==> config.mk <==
export PLATFORM = sky130hd
export DESIGN_NAME = wait_event_arbiter
export DESIGN_NICKNAME = d
export VERILOG_FILES = /design/src/rtl/wait_event_arbiter_pkg.sv /design/src/rtl/wait_event_arbiter_rr_arbiter.sv /design/src/rtl/wait_event_arbiter.sv
export SDC_FILE = /design/constraint.sdc
export NUM_CORES = 1
export LEC_CHECK = 0
export CELL_PAD_IN_SITES_DETAIL_PLACEMENT = 2
export CELL_PAD_IN_SITES_GLOBAL_PLACEMENT = 2
export CORE_UTILIZATION = 28
export CTS_CLUSTER_DIAMETER = 200
export CTS_CLUSTER_SIZE = 8
export DETAILED_ROUTE_END_ITERATION = 6
export PLACE_DENSITY = 0.89
export SLEW_MARGIN = 30
export SYNTH_ARGS = -nofsm -noshare
export SYNTH_HDL_FRONTEND = slang
export SYNTH_SLANG_ARGS = --single-unit
==> constraint.sdc <==
create_clock -name clk -period 4.7 [get_ports clk]
set_input_delay 0.94 -clock clk [delete_from_list [all_inputs] [get_ports clk]]
set_output_delay 0.94 -clock clk [all_outputs]
set_load 0.005 [all_outputs]
==> src/rtl/wait_event_arbiter_pkg.sv <==
// Shared types for the wait-event arbiter: FSM states and ack status codes.
package wait_arb_pkg;

  typedef enum logic [1:0] {
    IDLE   = 2'b00,
    LAUNCH = 2'b01,
    BUSY   = 2'b10,
    RESP   = 2'b11
  } state_e;

  typedef enum logic [1:0] {
    ST_OK       = 2'b00,
    ST_TIMEOUT  = 2'b01,
    ST_ERR_IDX  = 2'b10,
    ST_WATCHDOG = 2'b11
  } status_e;

endpackage

==> src/rtl/wait_event_arbiter_rr_arbiter.sv <==
// Round-robin pick: first set request bit scanning upward from ptr+1 (wrapping).
module rr_arbiter #(
  parameter int NB_REQ = 4,
  localparam int PTR_W = $clog2(NB_REQ)
) (
  input  logic [NB_REQ-1:0] req,
  input  logic [PTR_W-1:0]  ptr,
  output logic [NB_REQ-1:0] gnt,
  output logic [PTR_W-1:0]  gnt_idx,
  output logic              any
);

  // cand[i] is the requester examined at scan position i (priority order)
  logic [NB_REQ-1:0][PTR_W-1:0] cand;

  for (genvar i = 0; i < NB_REQ; i++) begin : g_cand
    assign cand[i] = PTR_W'((int'(ptr) + i + 1) % NB_REQ);
  end

  // first hit in priority order wins
  always_comb begin
    gnt     = '0;
    gnt_idx = '0;
    any     = 1'b0;
    for (int i = 0; i < NB_REQ; i++) begin
      if (!any && req[cand[i]]) begin
        any            = 1'b1;
        gnt[cand[i]]   = 1'b1;
        gnt_idx        = cand[i];
      end
    end
  end

endmodule

==> src/rtl/wait_event_arbiter.sv <==
// Shares one wait-event engine among NB_REQ sequencer threads: round-robin
// grant, engine launch, watchdog supervision, one-cycle ack with status.
module wait_event_arbiter
  import wait_arb_pkg::*;
#(
  parameter int NB_REQ    = 4,
  parameter int WAIT_SIZE = 5,
  parameter int IDX_W     = 3,
  parameter int TIMEOUT_W = 32,
  parameter int GUARD     = 16
) (
  input  logic                        clk,
  input  logic                        rst_n,
  input  logic [NB_REQ-1:0]           req_i,
  input  logic [NB_REQ*IDX_W-1:0]     req_idx_i,
  input  logic [NB_REQ-1:0]           req_edge_i,
  input  logic [NB_REQ*TIMEOUT_W-1:0] req_timeout_i,
  output logic [NB_REQ-1:0]           ack_o,
  output logic [1:0]                  status_o,
  output logic [NB_REQ-1:0]           grant_o,
  output logic                        eng_start_o,
  output logic                        eng_abort_o,
  output logic [IDX_W-1:0]            eng_idx_o,
  output logic                        eng_sel_wtr_wtf_o,
  output logic [TIMEOUT_W-1:0]        eng_max_timeout_o,
  input  logic                        eng_done_i,
  input  logic                        eng_timeout_i
);

  localparam int PTR_W = $clog2(NB_REQ);
  localparam logic [IDX_W:0]     WAIT_LIM  = (IDX_W+1)'(WAIT_SIZE);
  localparam logic [TIMEOUT_W:0] GUARD_EXT = (TIMEOUT_W+1)'(GUARD);

  state_e state, state_nxt;
  status_e status_q, status_nxt;

  logic [PTR_W-1:0]     ptr;
  logic [NB_REQ-1:0]    win_oh;
  logic [PTR_W-1:0]     win_sel;
  logic                 win_any;
  logic [IDX_W-1:0]     win_idx;
  logic                 win_edge;
  logic [TIMEOUT_W-1:0] win_tmo;
  logic                 win_bad_idx;
  logic                 win_zero_tmo;

  // watchdog runs one bit wider so timeout + GUARD never wraps
  logic [TIMEOUT_W:0]   wd;
  logic [TIMEOUT_W:0]   wd_limit;

  logic take;      // latch winner this cycle
  logic release_g; // drop ownership this cycle
  logic owner_req;

  rr_arbiter #(.NB_REQ(NB_REQ)) u_rr (
    .req     (req_i),
    .ptr     (ptr),
    .gnt     (win_oh),
    .gnt_idx (win_sel),
    .any     (win_any)
  );

  assign win_idx      = req_idx_i[int'(win_sel)*IDX_W +: IDX_W];
  assign win_edge     = req_edge_i[win_sel];
  assign win_tmo      = req_timeout_i[int'(win_sel)*TIMEOUT_W +: TIMEOUT_W];
  assign win_bad_idx  = {1'b0, win_idx} >= WAIT_LIM;
  assign win_zero_tmo = (win_tmo == '0);

  assign wd_limit  = {1'b0, eng_max_timeout_o} + GUARD_EXT;
  assign owner_req = |(req_i & grant_o);

  assign ack_o    = (state == RESP) ? grant_o : '0;
  assign status_o = (state == RESP) ? status_q : ST_OK;

  // state register
  always_ff @(posedge clk or negedge rst_n) begin
    if (!rst_n) state <= IDLE;
    else        state <= state_nxt;
  end

  // next state, engine pulses and exit status
  always_comb begin
    state_nxt   = state;
    status_nxt  = status_q;
    take        = 1'b0;
    release_g   = 1'b0;
    eng_start_o = 1'b0;
    eng_abort_o = 1'b0;
    case (state)
      IDLE: begin
        if (win_any) begin
          take = 1'b1;
          if (win_bad_idx) begin
            state_nxt  = RESP;
            status_nxt = ST_ERR_IDX;
          end else if (win_zero_tmo) begin
            state_nxt  = RESP;
            status_nxt = ST_TIMEOUT;
          end else begin
            state_nxt = LAUNCH;
          end
        end
      end
      LAUNCH: begin
        eng_start_o = 1'b1;
        state_nxt   = BUSY;
      end
      BUSY: begin
        // done beats timeout when both arrive together
        if (eng_done_i) begin
          state_nxt  = RESP;
          status_nxt = ST_OK;
        end else if (eng_timeout_i) begin
          state_nxt  = RESP;
          status_nxt = ST_TIMEOUT;
        end else if (!owner_req) begin
          eng_abort_o = 1'b1;
          release_g   = 1'b1;
          state_nxt   = IDLE;
        end else if (wd == wd_limit) begin
          eng_abort_o = 1'b1;
          state_nxt   = RESP;
          status_nxt  = ST_WATCHDOG;
        end
      end
      RESP: begin
        release_g = 1'b1;
        state_nxt = IDLE;
      end
      default: state_nxt = IDLE;
    endcase
  end

  // grant, RR pointer, latched request fields and status
  always_ff @(posedge clk or negedge rst_n) begin
    if (!rst_n) begin
      grant_o           <= '0;
      ptr               <= PTR_W'(NB_REQ - 1);
      eng_idx_o         <= '0;
      eng_sel_wtr_wtf_o <= 1'b0;
      eng_max_timeout_o <= '0;
      status_q          <= ST_OK;
    end else begin
      status_q <= status_nxt;
      if (take) begin
        grant_o           <= win_oh;
        ptr               <= win_sel;
        eng_idx_o         <= win_idx;
        eng_sel_wtr_wtf_o <= win_edge;
        eng_max_timeout_o <= win_tmo;
      end else if (release_g) begin
        grant_o <= '0;
      end
    end
  end

  // watchdog: cleared at launch, counts every BUSY cycle
  always_ff @(posedge clk or negedge rst_n) begin
    if (!rst_n)                wd <= '0;
    else if (state == LAUNCH)  wd <= '0;
    else if (state == BUSY)    wd <= wd + {{TIMEOUT_W{1'b0}}, 1'b1};
  end

endmodule

==> key figures <==
Worst setup path
  – Max FO, Critical Path: 6
  – Critical-path cell list: inv_1, ha_1, or2_2, mux2i_1, and2_2, o31ai_4, buf_4, buf_12, buf_4, mux4_2, nor4_2, nand4_1, buf_4, buf_4, nor2_1, nor2b_1, o2111ai_1
  – Startpoint Class: flop
  – Required @ worst endpoint: 4970 ps
  – Worst Setup SP: ptr[1]
  – Crit path capture type: flop
  – Critical Path AT: 5290 ps
  – Worst Setup Path Type: flop to flop
  – CP peak stage delay: 620 ps
  – Slowest-stage cell, CP: dfstp_2
  – Most used cell, CP: buf_4
  – CP top delay family: simple AND/OR/NAND/NOR gates
  – CP Buf/Inv Count: 6
  – RR Startpoint: ptr[1]

Synth
  – Combinational family with the most area after synthesis: multiplexers
  – EDFF count, synth: 0
  – Synthesized area per cell: 10.0 um^2
  – Top_reg_cell synth: dfrtp_1
  – Cell area after synthesis: 0.00612 mm^2
  – Simple-Gate Fraction of Synth Area: 0.200
  – #FFs+latches synth: 79
  – Syn nets: 775
  – Yosys top cell area share: 0.315
  – Cell taking the most area after synthesis: dfrtp_1
  – Synth top area cells: dfrtp_1 31%, mux4_2 13%, mux2_2 7.2%, xor2_1 5.0%, xnor2_1 3.4%
  – Sequential cell area fraction in the yosys report: 0.324
  – Post-synth ARST share: 1.00
  – Mux contribution to synthesized area: 0.228
  – Synth Area in XOR/XNOR: 0.0845
  – Post-Synthesis Cells: 610
  – Compound-Gate Fraction of Synth Area: 0.102
  – Synth unique cells: 63
  – Yosys synthesis warning count: 0
  – Post-Synth Adder-Cell Area: 0.0266

Timing
  – Worst Max-Slew Pin Slew: 977 ps
  – Final Hold Viols: 0
  – Setup violations, final: 3
  – Slew margin rel.: 0.339
  – Post-route setup slack: -320 ps
  – Fmax: 0.199 GHz
  – Max Slew Vio Count: 0
  – Setup tns final: -890 ps
  – Hold slack: 568 ps
  – Clock skew: 19.7 ps
  – Final Critical Period: 5020 ps
  – Period utilisation layout: 1.07

Worst hold path
  – Min-Delay Startpoint: eng_sel_wtr_wtf_o
  – Min-delay worst type: flop to flop

Detailed routing
  – Post-route ant nets: 0
  – WL/cell: 36.1 um
  – Vias: 7462
  – 1st-iter DRT viols: 615
  – Total iterations of the first detailed-routing run: 6
  – Wirelength, routed: 42000 um
  – Drc violations: 0
  – Vias per cell: 6.41

Floorplan
  – Full die area: 0.0224 mm^2
  – Initial core utilization: 0.288
  – Core Region: 0.0212 mm^2
  – # IOs: 200
  – Die Ht: 150 um
  – # rows: 53
  – Chip Width: 150 um

Job
  – Max_cap viols: 0

Pwr
  – Power Density: 818 mW/mm^2
  – Worst VDD drop: 0.456 mV
  – Leak pwr: 3.85 nW

Place
  – Final Wtd Congestion: 0.907
  – Pre-CTS WS: -584 ps
  – Placed instance area: 0.00879 mm^2
  – Dpl hpwl: 23600 um
  – Port bufs: 199

Clock network
  – Max H-tree Level: 3
  – Clk slew on worst S/H paths: 80 ps
  – Root buffer cell: clkbuf_16
  – Max clock buf depth: 2
  – Total CTS buffers: 9
  – CTS tree: built
  – Clock sink count: 79
  – Clk_lat worst skew: 360 ps

GRT
  – All-Layer GR Usage: 0.327
  – Largest net degree at the start of global routing: 54
  – Vias in the first global route: 7816
  – Initial antenna violation count: 3
  – First-pass GRT wire length: 52400 um
  – Grt total ovfl: 0

Final layout
  – Area of the multi-input gates: 0.00425 mm^2
  – Area growth, synth to finish: 58.7%
  – FILL cells: 2133
  – Fin util: 0.458
  – Most common cell after layout, fill and taps aside: clkdlybuf4s50_1
  – Sequential cell area: 0.00199 mm^2
  – # nets final: 1049
  – Design area: 0.00971 mm^2
  – Share of layout cells above drive strength 1: 0.262
  – Most frequent cells in the layout: 194 x clkdlybuf4s50_1, 87 x buf_4, 72 x dfrtp_1

Status
  – Status: complete, but fails checks
  – Failing checks: setup timing
==> where the power goes <==
part	switching [mW]	internal, mW	total (mW)
Clock	0.338	0.428	0.766
Sequential	0.475	0.931	1.41
Combinational	3.16	2.61	5.77
==> kinds of logic (layout without fill, tap and decap cells) <==
family                     count (synthesis)  count (layout)
AOI/OAI and AO/OA                         93              94
xor gates and xnor gates                  59              59
adders and majority gates                 13              13
buffers and inverters                     48             326
DFF                                       79              79
muxes                                     91              91
other                                      0               1
and+or+nand+nor                          227             227
==> area by class of cell <==
class	count	share of cell area
inverter	18	0.00696
antenna	1	0.000258
clock inverter	5	0.00606
tap	275	0.0354
multi-input combinational	484	0.437
sequential	79	0.204
clock buffer	11	0.0250
timing repair buffer	292	0.284
==> path summary, 6_finish.rpt <==
| path | cells after the start | slack [ps] | end |
|---|---|---|---|
| worst max-delay path | 17 | -320 | status_q[0] |
| worst min-delay path | 1 | 570 | eng_sel_wtr_wtf_o |
| worst max register to register | 17 | -320 | status_q[0] |
| worst min register to register | 1 | 570 | eng_sel_wtr_wtf_o |
| max in group asynchronous | 2 | 3050 | eng_max_timeout_o[14] |
| min in group asynchronous | 1 | 660 | wd[31] |
==> timing repair <==
action | in CTS | in global routing
pin swaps | 9 | 16
hold buffers | 0 | 0
gates resized for setup | 21 | 46
setup endpoints to repair | 3 | 4
setup buffers | 12 | 22
hold endpoints to repair | 0 | 0
cloned | 1 | 1
==> sequential cells by signal, indices dropped and copies added, names as in the netlist <==
register	flops
ptr	2
state	2
status_q	2
grant_o	4
wd	33
eng_idx_o	3
eng_max_timeout_o	32
eng_sel_wtr_wtf_o	1
==> cell usage after synthesis, types with 3 or more instances <==
cell	number
a211oi_1	4
a21oi_1	14
a221oi_1	5
a22oi_1	6
a311oi_1	3
a31oi_1	3
a41oi_1	3
and2_1	12
and3_1	10
and4_1	9
buf_1	3
buf_2	4
buf_6	4
clkbuf_1	19
dfrtp_1	77
ha_1	13
inv_1	18
mux2_2	39
mux2i_1	17
mux4_2	35
nand2_1	45
nand2b_1	6
nand3_1	20
nand3b_1	3
nand4_1	20
nor2_1	49
nor3_1	7
nor4_1	18
o2111ai_1	4
o21ai_0	26
o22ai_1	6
o31ai_1	3
or2_2	4
or3_1	4
or4_1	6
xnor2_1	24
xor2_1	35
==> per-layer routing <==
metal / GRT usage / wire [um]
met5: 0 / 31
met4: 0.215 / 3800
met3: 0.0976 / 3850
met2: 0.547 / 19500
met1: 0.360 / 14900
==> through the flow <==
stage                     std cells  power, mW
after floorplan                 610       3.69
after global placement         1113       5.25
after detailed placement       1113       5.58
after CTS                      1142       6.69
after global routing           1165       8.06
final                          1165       7.94
Power figures use the tool's default switching activity.
